## src/rtl/rl_hdr_pkg.sv

```systemverilog
// Shared types and constants for the RL02 sector header decoder and its CRC unit.
package rl_hdr_pkg;

    typedef enum logic [2:0] {
        HUNT  = 3'd0,
        SHIFT = 3'd1,
        CHECK = 3'd2,
        GAP   = 3'd3,
        DONE  = 3'd4
    } hdrState_t;

    localparam logic [15:0] CRC_POLY = 16'hA001;
    localparam int HDR_BITS = 48;
    localparam int CRC_BITS = 32;

    // Field positions inside the 48-bit header (first received bit at index 0)
    localparam int SECTOR_LSB = 0;
    localparam int SECTOR_MSB = 5;
    localparam int HEAD_BIT   = 6;
    localparam int CYL_LSB    = 7;
    localparam int CYL_MSB    = 15;
    localparam int CRC_LSB    = 32;
    localparam int CRC_MSB    = 47;

    // One step of the reflected CRC-16, fed LSB first.
    function automatic logic [15:0] crcStep(input logic [15:0] crc, input logic din);
        logic [15:0] nxt;
        nxt = crc >> 1;
        if (crc[0] ^ din) begin
            nxt = nxt ^ CRC_POLY;
        end
        return nxt;
    endfunction

endpackage

```

## src/rtl/rl_crc16_serial.sv

```systemverilog
// Bit-serial reflected CRC-16 accumulator; also reused by the data-field checker.
module rl_crc16_serial
    import rl_hdr_pkg::*;
#(
    parameter logic [15:0] CRC_INIT = 16'h0000
) (
    input  logic        clk,
    input  logic        rst,
    input  logic        clear,
    input  logic        en,
    input  logic        bit_in,
    output logic [15:0] crc
);

    always_ff @(posedge clk or negedge rst) begin
        if (!rst) begin
            crc <= CRC_INIT;
        end else if (clear) begin
            crc <= CRC_INIT;
        end else if (en) begin
            crc <= crcStep(crc, bit_in);
        end
    end

endmodule

```

## src/rtl/rl_header_decoder.sv

```systemverilog
// Recovers the RL02 sector header from the decoded read stream, checks its CRC
// and times the begin-write strobe for the write-sync window.
module rl_header_decoder
    import rl_hdr_pkg::*;
#(
    parameter int          PREAMBLE_MIN   = 16,
    parameter int          WRITE_GAP_BITS = 32,
    parameter logic [15:0] CRC_INIT       = 16'h0000
) (
    input  logic       clk,
    input  logic       rst,
    input  logic       bit_in,
    input  logic       bit_valid,
    input  logic       sector_pulse,
    input  logic       inhibit,
    output logic [5:0] sector_num,
    output logic [8:0] cyl_num,
    output logic       head_num,
    output logic       hdr_ready,
    output logic       hdr_crc_err,
    output logic       begin_write
);

    localparam int              GAP_W        = $clog2(WRITE_GAP_BITS + 1);
    localparam logic [7:0]      PREAMBLE_THR = 8'(PREAMBLE_MIN);
    localparam logic [5:0]      HDR_LAST     = 6'(HDR_BITS - 1);
    localparam logic [5:0]      CRC_LIMIT    = 6'(CRC_BITS);
    localparam logic [GAP_W-1:0] GAP_LAST    = GAP_W'(WRITE_GAP_BITS - 1);

    hdrState_t              state;
    logic [7:0]             zeroCnt;
    logic [5:0]             bitCnt;
    logic [GAP_W-1:0]       gapCnt;
    logic [HDR_BITS-1:0]    shiftReg;
    logic [15:0]            crc;
    logic                   writeFired;
    logic                   errFired;

    logic bitAccept;
    logic syncHit;
    logic crcClear;
    logic crcEn;

    // A sector pulse always wins over a coincident bit cell.
    assign bitAccept = bit_valid && !inhibit && !sector_pulse;
    assign syncHit   = bitAccept && bit_in && (zeroCnt >= PREAMBLE_THR);
    assign crcClear  = (state == HUNT) && syncHit;
    assign crcEn     = (state == SHIFT) && bitAccept && (bitCnt < CRC_LIMIT);

    rl_crc16_serial #(
        .CRC_INIT(CRC_INIT)
    ) crcUnit (
        .clk   (clk),
        .rst   (rst),
        .clear (crcClear),
        .en    (crcEn),
        .bit_in(bit_in),
        .crc   (crc)
    );

    always_ff @(posedge clk or negedge rst) begin
        if (!rst) begin
            state       <= HUNT;
            zeroCnt     <= '0;
            bitCnt      <= '0;
            gapCnt      <= '0;
            shiftReg    <= '0;
            writeFired  <= 1'b0;
            errFired    <= 1'b0;
            sector_num  <= '0;
            cyl_num     <= '0;
            head_num    <= 1'b0;
            hdr_ready   <= 1'b0;
            hdr_crc_err <= 1'b0;
            begin_write <= 1'b0;
        end else begin
            hdr_crc_err <= 1'b0;
            begin_write <= 1'b0;
            if (sector_pulse) begin
                // Re-arm for the next sector; held fields become stale.
                state      <= HUNT;
                hdr_ready  <= 1'b0;
                zeroCnt    <= '0;
                bitCnt     <= '0;
                gapCnt     <= '0;
                writeFired <= 1'b0;
                errFired   <= 1'b0;
            end else begin
                case (state)
                    HUNT: begin
                        if (bitAccept) begin
                            if (!bit_in) begin
                                if (zeroCnt != 8'hFF) begin
                                    zeroCnt <= zeroCnt + 8'd1;
                                end
                            end else if (syncHit) begin
                                state   <= SHIFT;
                                bitCnt  <= '0;
                                zeroCnt <= '0;
                            end else begin
                                zeroCnt <= '0;
                            end
                        end
                    end
                    SHIFT: begin
                        if (inhibit) begin
                            state <= HUNT;
                        end else if (bitAccept) begin
                            shiftReg <= {bit_in, shiftReg[HDR_BITS-1:1]};
                            bitCnt   <= bitCnt + 6'd1;
                            if (bitCnt == HDR_LAST) begin
                                state <= CHECK;
                            end
                        end
                    end
                    CHECK: begin
                        if (shiftReg[CRC_MSB:CRC_LSB] == crc) begin
                            sector_num <= shiftReg[SECTOR_MSB:SECTOR_LSB];
                            head_num   <= shiftReg[HEAD_BIT];
                            cyl_num    <= shiftReg[CYL_MSB:CYL_LSB];
                            hdr_ready  <= 1'b1;
                            gapCnt     <= '0;
                            state      <= GAP;
                        end else begin
                            hdr_crc_err <= !errFired;
                            errFired    <= 1'b1;
                            zeroCnt     <= '0;
                            state       <= HUNT;
                        end
                    end
                    GAP: begin
                        if (inhibit) begin
                            state <= HUNT;
                        end else if (bitAccept) begin
                            gapCnt <= gapCnt + 1'b1;
                            if (gapCnt == GAP_LAST) begin
                                // Only one write window per sector, even after a re-lock.
                                begin_write <= !writeFired;
                                writeFired  <= 1'b1;
                                state       <= DONE;
                            end
                        end
                    end
                    DONE: begin
                        state <= DONE;
                    end
                    default: begin
                        state <= HUNT;
                    end
                endcase
            end
        end
    end

endmodule

```

## config.mk

```make
export PLATFORM = sky130hd
export DESIGN_NAME = rl_header_decoder
export DESIGN_NICKNAME = d
export VERILOG_FILES = /design/src/rtl/rl_hdr_pkg.sv /design/src/rtl/rl_crc16_serial.sv /design/src/rtl/rl_header_decoder.sv
export SDC_FILE = /design/constraint.sdc
export NUM_CORES = 1
export LEC_CHECK = 0
export ABC_CLOCK_PERIOD_IN_PS = 2800
export BUFFER_PORTS_ARGS = -buffer_cell sky130_fd_sc_hd__buf_4
export CORE_ASPECT_RATIO = 0.7
export CORE_UTILIZATION = 59
export DETAILED_ROUTE_END_ITERATION = 10
export PLACE_DENSITY = 0.77
export RECOVER_POWER = 25
export SETUP_SLACK_MARGIN = 0.4
export SKIP_LAST_GASP = 1
export SLEW_MARGIN = 20
export SYNTH_ARGS = -nofsm -noshare
export SYNTH_HDL_FRONTEND = slang
export SYNTH_SLANG_ARGS = --single-unit
```

## constraint.sdc

```tcl
create_clock -name clk -period 2.8 [get_ports clk]
set_input_delay 0.42 -clock clk [delete_from_list [all_inputs] [get_ports clk]]
set_output_delay 0.42 -clock clk [all_outputs]
set_load 0.01 [all_outputs]
```

Yosys cells after proc, flatten, opt, wreduce, memory -nomap -nowiden
Cells that the tools add are included.

Equality and inequality tests: 24. Add/sub/neg operators: 3. Reduce and logical (&&, ||, !) cells: 30. Multiplexer cells: 52. Bitwise logic cells: 4. Order comparisons: 2.

Operators with widths (number): $mux W6 (10); $mux W16 (3); $mux W8 (5); $mux W3 (10); $ne A3 B3 Y1 const B (9); $pmux W6 S2 (2); $mux W1 (19); $eq A16 B16 Y1 (1); $pmux W8 S2 (1); $reduce_and A4 Y1 (4); $pmux W3 S5 (1); $add A6 B1 Y6 const B (2); $ne A4 B4 Y1 const B (3); $reduce_bool A2 Y1 (6); $reduce_bool A3 Y1 (3); $add A8 B1 Y8 const B (1); $ge A8 B5 Y1 const B (1); $ne A4 B3 Y1 const B (2); $ne A8 B8 Y1 const B (1); $logic_and A1 B1 Y1 (7); $reduce_and A7 Y1 (1); $eq A3 B2 Y1 const B (2); $eq A6 B5 Y1 const B (1); $eq A6 B6 Y1 const B (1); other kinds (13) (19).

Flip-flop bits (word level): 108. Word-level logic and storage cells: 129. Output and inout bits: 19. Input port bits: 6.

Logic depth before layout (Yosys ltp)
Gate-level depths: netlist of run 1.

Depth in word-level cells: 10. Gate-level depth with buffers: 7. Gate-level depth less buffers: 6.

By module
Synthesis of run 1 repeated with hierarchy kept, for this count alone.

Cell total of the unflattened synthesis: 478. Area total of the unflattened synthesis: 4785.8 um2.

Modules (own cells, without submodules): rl_header_decoder (instances 1, cells an instance 419, area an instance 4088.9 um2, sequential area each 2302.2 um2); rl_crc16_serial (instances 1, cells an instance 59, area an instance 696.9 um2, sequential area each 400.4 um2).

Worst setup path after synthesis of run 1
No wires, ideal clock.

Kind: register to register. From: register state[2]. To: register shiftReg[27]. Setup slack: 0.808 ns. Clock period less this slack: 1.992 ns. Library setup time: 0.125 ns. Cell stages (with the launch flop): 8. Arrival: 1.867 ns. Path buffers: 3. Data required time: 2.675 ns. Cell sequence: dfrtp_1 or3b_1 buf_2 or2_4 nor2_4 buf_6 buf_6 mux2_2.

Longest elaborated chain between the ends: 2.

RTL lines: start: declaration (line rl_header_decoder.sv:30) `hdrState_t state;`; start signal: assignment (line rl_header_decoder.sv:63) `state <= HUNT;`; start signal: assignment (line rl_header_decoder.sv:81) `state <= HUNT;`; start signal: assignment (line rl_header_decoder.sv:97) `state <= SHIFT;`; $eq A3 B1 Y1 (line rl_header_decoder.sv:89) `case (state)`; $reduce_and A4 Y1 (no source line); end signal: assignment (line rl_header_decoder.sv:109) `shiftReg <= {bit_in, shiftReg[HDR_BITS-1:1]};`; end: declaration (line rl_header_decoder.sv:34) `logic [HDR_BITS-1:0] shiftReg;`.

No other way between the ends. A chain may end at the register's enable or synchronous reset.

Final worst setup path of run 1
From: register state[1]. To: register shiftReg[34].

Same word-level chain as after synthesis.

==> out/qor.yml, run 1 <==
status: "finished with violations"
violations: "design-rule violations"
reg2reg_to: "shiftReg[34]"
synth_async_sr_flop_share_pct: 100
grt_pass1_vias: 2919
nets: 440
yosysWarnings: 0
drv_cap: 0
grt_overflow: 0
drtIter0Drc: 265
final_hold_viol_count: 0
setup_viol: 0
io_buffers: 24
floorplan.rows: 27
cts_made_buffers: 9
dominantRegCellSynth: "dfrtp_1"
fin_util_pct: 69.5
postRouteAntennaNets: 0
finClkSkew_ns: 0.00846
grt_usage_pct: 22.0
critPathLaunch: "state[1]"
min_path_type: "primary input to flip-flop"
die_area_sq_um: 8900
end_kind: "flip-flop"
dr.pass1.iters: 7
postCtsSetupBuffers: 0
period_share_pct: 79.4
clockBufferDepth: 2
fmax_mhz: 450
via_per_inst: 5.75
grt_pass1_wl_um: 14700
antenna_found_initial: 0
synth_edf_count: 0
crit_required_ns: 3.03
cts_tree: "yes"
dp_hpwl_um: 5970
io_pins: 25
cts_resized: 0
r2r.worst_path.cells: 5
synthesis.instances: 406
drc: 3
cts_max_level: 3
cp-endpoint: "shiftReg[34]"
wl_per_cell_um: 16.4
netlist_area_sq_um: 5030
drt-total-wl_um: 8770
clk_pin_slew_ns: 0.08
critPathLaunchType: "flip-flop"
arrival_ns: 2.45
clk_latency_ns: 0.35
cts_root_buf: "clkbuf_16"
synth_seq_cells: 108
synth_cell_types: 55
gp_congestion: 0.861
power.density_nw_per_um2: 554
tightestPinTransition_ns: 1.48
post_synth.cell_area_avg_sq_um: 12.4
coreArea_sq_um: 8070
finalCriticalPeriod_ns: 2.22
synth_top_area_share_pct: 53.7
die_h_um: 79.2
antenna_cells: 0
synth_top_area_cell: "dfrtp_1"
cts_sinks: 108
area.sequential_sq_um: 2700
die_w_um: 112
synthTopCellsByArea: "dfrtp_1 54%, mux2_2 12%, mux2i_1 4.2%"
final.fill_count: 550
ctsHoldBuffers: 0
vdd_drop_max_mv: 0.568
slew_headroom_pct: 1.47
p_leak_nw: 2.67
multi_input_area_sq_um: 2180
synth.top_cells.by_count: "108 x dfrtp_1, 52 x mux2_2, 30 x nor2_1"
via_count: 3083
seq_area_frac_synth_pct: 53.7
syn_nets: 416
crit_fanout: 48
tns_ns: 0
final_max_slew_viol_count: 0
worstSetupPathType: "flip-flop to flip-flop"
initial_core_util_pct: 62.3
rsz0062_at_grt: "false"
reg2reg_from: "state[1]"
synth_most_common_cell: "dfrtp_1"
grt_start_max_net_pins: 61
drive_above_1_share_pct: 29.4
r2r_slack_ns: 0.58
area_growth_pct: 11.6
-- cell families (layout without fill, tap and decap cells) --
family | after synthesis | count (layout) | share of synthesized area, %
flip-flops | 108 | 108 | 53.7
XOR/XNOR | 22 | 22 | 3.83
AND/OR/NAND/NOR | 127 | 127 | 14.5
buffers and inverters | 26 | 55 | 3.04
adder cells (fa/ha/maj) | 4 | 4 | 0.995
AO/OA/AOI/OAI | 34 | 34 | 4.68
multiplexers | 85 | 85 | 19.2
-- how the worst min path moves through the flow --
| stage | start | end | slack, ns | depth (start not counted) |
|---|---|---|---|---|
| 6_report | bit_in | shiftReg[47] | 0.40 | 2 |
| 5_1_grt | bit_in | shiftReg[47] | 0.40 | 2 |
| 3_3_place_gp | writeFired | begin_write | 0.42 | 1 |
| 3_5_place_dp | writeFired | begin_write | 0.44 | 1 |
| 4_1_cts | rst | sector_num[5] | 0.16 | 1 |
| 2_1_floorplan | rst | begin_write | 0.12 | 0 |
-- layout make-up --
class | instances | share of cell area (%)
Clock buffer | 10 | 4.26
Clock inverter | 6 | 1.36
Inverter | 7 | 0.468
Multi-Input combinational cell | 272 | 38.8
Sequential cell | 108 | 48.2
Tap cell | 101 | 2.25
Timing Repair Buffer | 32 | 4.68
-- flip-flops by register name (all words and copies together) (netlist names) --
register	flops
zeroCnt	8
hdr_crc_err	1
crcUnit.crc	16
sector_num	6
cyl_num	9
bitCnt	6
hdr_ready	1
head_num	1
shiftReg	48
errFired	1
begin_write	1
writeFired	1
gapCnt	6
state	3
-- placed cells by master, fill, tap and decap left out, types with 9 or more instances in the layout --
master     synthesis  layout
dfrtp_1          108     108
mux2_2            52      52
nor2_1            30      30
buf_4              3      29
nand3_1           23      23
mux2i_1           21      21
xnor2_1           19      19
nand2_1            9       9
nand4_1            9       9
nor2_2             9       9
mux2_4             9       9
clkbuf_16          0       9
-- layer usage --
metal	share of wire, %	vias to the layer above	GRT usage [%]
met5	0	-	0
met2	44	62	31.1
li1	-	1497	-
met4	1.5	0	6.67
met1	50	1511	31.2
met3	5.1	13	8.40
-- per-stage QoR --
stage	setup slack (ns)	std cells	instance area [sq um]	hold slack, ns	power [W]
2_1_floorplan	0.808	406	5030	0.124	0.00174
3_3_place_gp	0.649	520	5300	0.418	0.00181
6_report	0.576	536	5610	0.401	0.00311
4_1_cts	0.587	536	5610	0.157	0.00315
3_5_place_dp	0.608	520	5300	0.443	0.00182
5_1_grt	0.487	536	5610	0.397	0.00324
-- power breakdown --
part	internal, W	switching [W]	leakage, nW
Clock	0.000734	0.000584	0.156
Combinational	0.0000636	0.000119	1.01
Sequential	0.00158	0.0000304	1.51
-- worst max-delay path: stages, from the launching register on --
cell and delay [ns]:
dfrtp_1 0.49, or3b_1 0.54, or2_4 0.31, nor2_4 0.10, buf_12 0.25, mux2_2 0.37
Power figures use the tool's default switching activity.
==> run 2, diff against run 1 <==
- ABC_CLOCK_PERIOD_IN_PS: 2800 -> 2000
- CORE_UTILIZATION: 59 -> 55
- PLACE_DENSITY: 0.77 -> 0.76
- clock period: 2.8 -> 2 ns (I/O delays scaled with it)
==> run 2 against run 1 <==
  * Critical path type unchanged
  * Final cell count rose by 14%
  * First-iteration DRC count shrank 23%
  * Sequential share of layout area is 7.1 points lower
  * Register-to-register slack lost 0.52 ns
  * Power is 45% higher
  * Count of clock-buffer cells in the layout stayed put
  * The flow now finishes without violations
  * Clock power grew 37%
  * Non-clock buffer count rose by 54
  * Worst setup slack worse by 0.52 ns
  * Wire length increased by 32%
  * Worst hold slack worse by 0.093 ns
==> out/qor.yml, run 2 (synthesis results as in run 1) <==
clockPowerShare_pct: 40.1
drtIter0Drc: 204
cp_top_family: "simple AND/OR/NAND/NOR gates"
die_area_sq_um: 9540
grt_overflow: 0
tns_ns: 0
clk_pin_slew_ns: 0.07
end_kind: "flip-flop"
power.density_nw_per_um2: 686
period_share_pct: 97.4
crit_path_cell_trace: "or3b_4, or2_4, nor2_4, buf_4, buf_16, mux2_2"
slowest_delay_ns: 0.41
grt_start_max_net_pins: 52
antenna_cells: 0
finalPower_w: 0.00452
wl_per_cell_um: 19.0
min_path_type: "primary input to flip-flop"
top_regs: "shiftReg x48, crcUnit.crc x16, cyl_num x9"
setup_viol: 0
gp_congestion: 0.863
finalCriticalPeriod_ns: 1.95
wl_met2_um: 5650
cts_max_level: 3
grt_pass1_wl_um: 18300
m1WireLength_um: 5140
p_leak_nw: 3.04
cts_made_buffers: 9
top_layer: "met4"
crit_required_ns: 2.23
initial_core_util_pct: 58.1
final_common_cell: "dfrtp_1"
met3_length_um: 559
die_h_um: 82
combPwrFrac_pct: 10.4
vdd_drop_max_mv: 0.688
grt_pass1_vias: 3599
crit_fanout: 12
nets: 494
slowest_stage: "or3b_4"
fin_util_pct: 76.1
drv_cap: 0
worstSetupPathType: "flip-flop to flip-flop"
critPathLaunchType: "flip-flop"
cts_root_buf: "clkbuf_16"
dr.pass1.iters: 4
slew_headroom_pct: 29.9
internal-power_w: 0.00340
die_w_um: 116
final.fill_count: 559
clk_latency_ns: 0.35
largest_register_ffs: 48
coreArea_sq_um: 8650
area.sequential_sq_um: 2710
final_cell_mix: "105 x dfrtp_1, 52 x mux2_2, 39 x buf_4"
cts_tree: "yes"
io_pins: 25
drc: 0
arrival_ns: 2.18
floorplan.rows: 28
clockBufferDepth: 2
drt-total-wl_um: 11600
postRouteAntennaNets: 0
critical_path_buf_inv_count: 2
tightestPinTransition_ns: 1.05
power_frac_seq_pct: 49.6
p_sw_w: 0.00112
final_max_slew_viol_count: 0
antenna_found_initial: 0
top_register: "shiftReg"
area_growth_pct: 31.0
via_per_inst: 5.90
grt_usage_pct: 25.8
cts_sinks: 108
via_count: 3595
status: "completed"
dp_hpwl_um: 6450
multi_input_area_sq_um: 2490
power.share.switching_pct: 24.7
final_hold_viol_count: 0
drive_above_1_share_pct: 42.7
rsz0062_at_grt: "true"
fmax_mhz: 513
io_buffers: 24
finClkSkew_ns: 0.00788
==> run 2: worst reg2reg max path, cell delays in order, from the launching register on <==
cell and delay (ns):
dfrtp_1 0.40, or3b_4 0.41, or2_4 0.25, nor2_4 0.13
buf_4 0.16, buf_16 0.15, mux2_2 0.33
==> run 2: cell type report <==
type / count / share of cell area, %
flip-flops and latches: 108 / 41.1
inverters: 7 / 0.437
clock buffers: 10 / 3.48
repair buffers: 86 / 13.8
well taps: 120 / 2.28
clock inverters: 6 / 1.08
multi-input cells: 272 / 37.8
==> run 2: routing by layer <==
metal,global-route usage (%),up-vias
met5,0,-
met4,8.46,0
met3,6.05,22
met2,41.4,114
met1,34.6,1841
li1,-,1618
==> run 2: power groups by stage <==
stage | clock, W | combinational [W] | sequential [W]
2_1_floorplan | 0 | 0.000158 | 0.00228
3_3_place_gp | 0 | 0.000279 | 0.00229
3_5_place_dp | 0 | 0.000290 | 0.00229
4_1_cts | 0.00182 | 0.000425 | 0.00224
5_1_grt | 0.00192 | 0.000501 | 0.00224
6_report | 0.00181 | 0.000468 | 0.00224
==> run 2: what timing repair did <==
| action | in CTS | in global routing |
|---|---|---|
| setup buffers | 22 | 8 |
| pin swaps | 27 | 13 |
| hold buffers | 1 | 0 |
| endpoints found under the hold margin | 40 | 0 |
| endpoints found under the setup margin | 105 | 108 |
| cloned | 9 | 0 |
| gates resized for setup | 48 | 32 |
==> run 2: worst paths after layout <==
path	startpoint	to	slack [ns]	depth (start not counted)
worst max-delay path	state[1]	shiftReg[39]	0.05	6
worst min-delay path	bit_in	shiftReg[47]	0.31	2
worst max register to register	state[1]	shiftReg[39]	0.05	6
worst min register to register	writeFired	begin_write	0.45	1
max in group asynchronous	rst	crcUnit.crc[7]	0.49	3
min in group asynchronous	rst	zeroCnt[1]	0.66	2
==> run 2: metrics by stage <==
step	std cells	hold WS [ns]	area, sq um	setup WS [ns]
after global routing	609	0.298	6590	-0.0391
after detailed placement	553	0.315	5470	0.0453
after global placement	553	0.308	5470	0.0792
after floorplan	406	0.00441	5070	0.00823
final	609	0.309	6590	0.0511
after CTS	601	0.301	6440	0.0655
==> run 3, diff against run 2 <==
- ABC_AREA: default -> 1
- PLACE_DENSITY: 0.76 -> 0.75
==> run 3 against run 2 <==
  * Clock skew is essentially flat
  * Design area shrank 5.1%
  * Synthesized cell count grew 50%
  * Wire length shrank 4.1%
  * Critical endpoint is now zeroCnt[5]
  * Final cell count grew 30%
==> out/qor.yml, run 3 <==
status: "completed"
cts_root_buf: "clkbuf_16"
synth_top_area_share_pct: 52.3
finClkSkew_ns: 0.00769
cp_top_family: "simple AND/OR/NAND/NOR gates"
worstSetupPathType: "flip-flop to flip-flop"
io_buffers: 24
muxShareOfSynthArea_pct: 0
via_count: 4159
place_ws_ns: 0.271
reg2reg_from: "shiftReg[34]"
final_max_slew_viol_count: 0
finalCriticalPeriod_ns: 1.65
synth_compound_area_share_pct: 10.2
rsz0062_at_grt: "true"
area_growth_pct: 21.0
die_area_sq_um: 9790
crit_top_cell: "nand2_1"
nets: 673
die_w_um: 118
drt-total-wl_um: 11100
synth_top_area_cell: "dfrtp_1"
synth_edf_count: 0
slowest_delay_ns: 0.39
top_regs: "shiftReg x48, crcUnit.crc x16, cyl_num x9"
antenna_found_initial: 0
grt_overflow: 0
seq_area_frac_synth_pct: 52.3
crit_path_cell_trace: "inv_1, nand2_1, nand2_1, nor2_1, nand2_1, nor2_4, nand4_4, buf_6, buf_12, nand2_8, nand2_1, nand2_1"
synth_top_family_by_area: "simple AND/OR/NAND/NOR gates"
initial_core_util_pct: 56.7
top_register: "shiftReg"
synthTopCellsByArea: "dfrtp_1 52%, nand2_1 14%, inv_1 4.4%"
grt_start_max_net_pins: 79
r2r.worst_path.cells: 12
postRouteAntennaNets: 0
synth_seq_cells: 108
vdd_drop_max_mv: 0.696
crit_fanout: 8
slew_headroom_pct: 53.6
syn_nets: 620
min_path_cells: 3
p_leak_nw: 3.07
synth_cell_types: 34
io_pins: 25
wl_per_cell_um: 14.0
post_synth.cell_area_avg_sq_um: 8.47
tightestPinTransition_ns: 0.696
grt_usage_pct: 21.6
layout_setup_ws_ns: 0.346
cts_sinks: 108
synth_async_sr_flop_share_pct: 100
fmax_mhz: 605
cts_tree: "yes"
final.fill_count: 680
grt_pass1_wl_um: 17000
crit_required_ns: 2.29
synth-simple-area-share_pct: 26.9
floorplan.rows: 29
synth_fa_ha_area_share_pct: 0.969
critPathLaunchType: "flip-flop"
gp_congestion: 0.859
min_to: "shiftReg[47]"
r2r_slack_ns: 0.35
final_cell_mix: "178 x nand2_1, 107 x dfrtp_1, 58 x inv_1"
netlist_area_sq_um: 5170
final_common_cell: "nand2_1"
reg2reg_to: "zeroCnt[5]"
drc: 0
end_kind: "flip-flop"
coreArea_sq_um: 9110
final_hold_viol_count: 0
drtIter0Drc: 328
tns_ns: 0
synth_xor_area_share_pct: 2.03
cts_made_buffers: 9
yosysWarnings: 0
die_h_um: 83.1
drive_above_1_share_pct: 25.7
arrival_ns: 1.94
antenna_cells: 0
dp_hpwl_um: 6470
dr.pass1.iters: 5
largest_register_ffs: 48
cts_max_level: 3
power.density_nw_per_um2: 1100
drv_cap: 0
dominantRegCellSynth: "dfrtp_1"
clk_pin_slew_ns: 0.07
slowest_stage: "dfrtp_1"
period_share_pct: 82.7
synthesis.instances: 610
critical_path_buf_inv_count: 3
grt_pass1_vias: 3649
clockBufferDepth: 2
via_per_inst: 5.25
setup_viol: 0
synth.top_cells.by_count: "190 x nand2_1, 108 x dfrtp_1, 60 x inv_1"
min_path_type: "primary input to flip-flop"
hold_start: "bit_in"
synth_most_common_cell: "nand2_1"
clk_latency_ns: 0.35
[run 3: changes by cell type after synthesis, sizes merged, moves of 15 or more]
cell   delta
o21ai    +69
xnor2    -15
inv      +66
mux2i    -21
mux2     -64
nand2   +202
nand3    +18
[run 3: tightest hold or removal path, cell delays in order]
cell	delay, ns
buf_4	0.12
nand2_1	0.05
o21ai_0	0.07
[run 3: kinds of logic after synthesis]
family                     count (synthesis)
xor gates and xnor gates                  12
AOI/OAI and AO/OA                         88
DFF                                      108
and+or+nand+nor                          307
adders and majority gates                  4
buffers and inverters                     91
[run 3: repair_timing]
action,CTS,global route
setup buffers,2,17
hold endpoints to repair,23,0
setup endpoints to repair,88,101
hold buffers,1,0
pin swaps,2,19
gates resized for setup,9,45
cloned,1,6
[run 3: layout make-up]
cell class | instances | area, sq um | share of cell area, %
Multi-Input combinational cell | 413 | 2230 | 35.7
Sequential cell | 108 | 2700 | 43.2
Tap cell | 124 | 155 | 2.48
Inverter | 73 | 277 | 4.42
Clock inverter | 7 | 51.3 | 0.820
Clock buffer | 9 | 225 | 3.60
Timing Repair Buffer | 58 | 609 | 9.75
[run 3: metal layers]
metal / share of wire [%] / global-route usage (%)
met1: 46 / 31.2
met2: 46 / 31.9
met3: 6.0 / 4.88
met4: 1.8 / 7.93
met5: 0 / 0
[run 3: worst max path at each step]
stage	slack [ns]	startpoint	cells past startpoint	endpoint
5_1_grt	0.27	crcUnit.crc[3]	12	zeroCnt[4]
3_5_place_dp	0.27	bit_valid	7	shiftReg[42]
4_1_cts	0.38	shiftReg[42]	11	zeroCnt[0]
2_1_floorplan	0.58	zeroCnt[0]	9	zeroCnt[5]
6_report	0.35	shiftReg[34]	12	zeroCnt[5]
3_3_place_gp	0.33	bit_valid	7	shiftReg[8]
[run 3: stage by stage]
stage	util, %	cells	hold slack (ns)	cell area, sq um	power (W)
floorplan	-	610	0.00441	5170	0.00441
detailed placement	60.1	749	0.238	5470	0.00486
global placement	60.1	749	0.231	5470	0.00476
CTS	63.9	769	0.202	5820	0.00659
global route	68.6	792	0.229	6250	0.00731
finish	68.6	792	0.232	6250	0.00685
[run 3: power breakdown]
group / total (W) / leakage, nW / internal [W] / switching [W]
Sequential: 0.00318 / 1.41 / 0.00275 / 0.000430
Clock: 0.00167 / 0.132 / 0.000852 / 0.000823
Combinational: 0.00200 / 1.53 / 0.000736 / 0.00127
Total: 0.00685 / 3.07 / 0.00433 / 0.00252
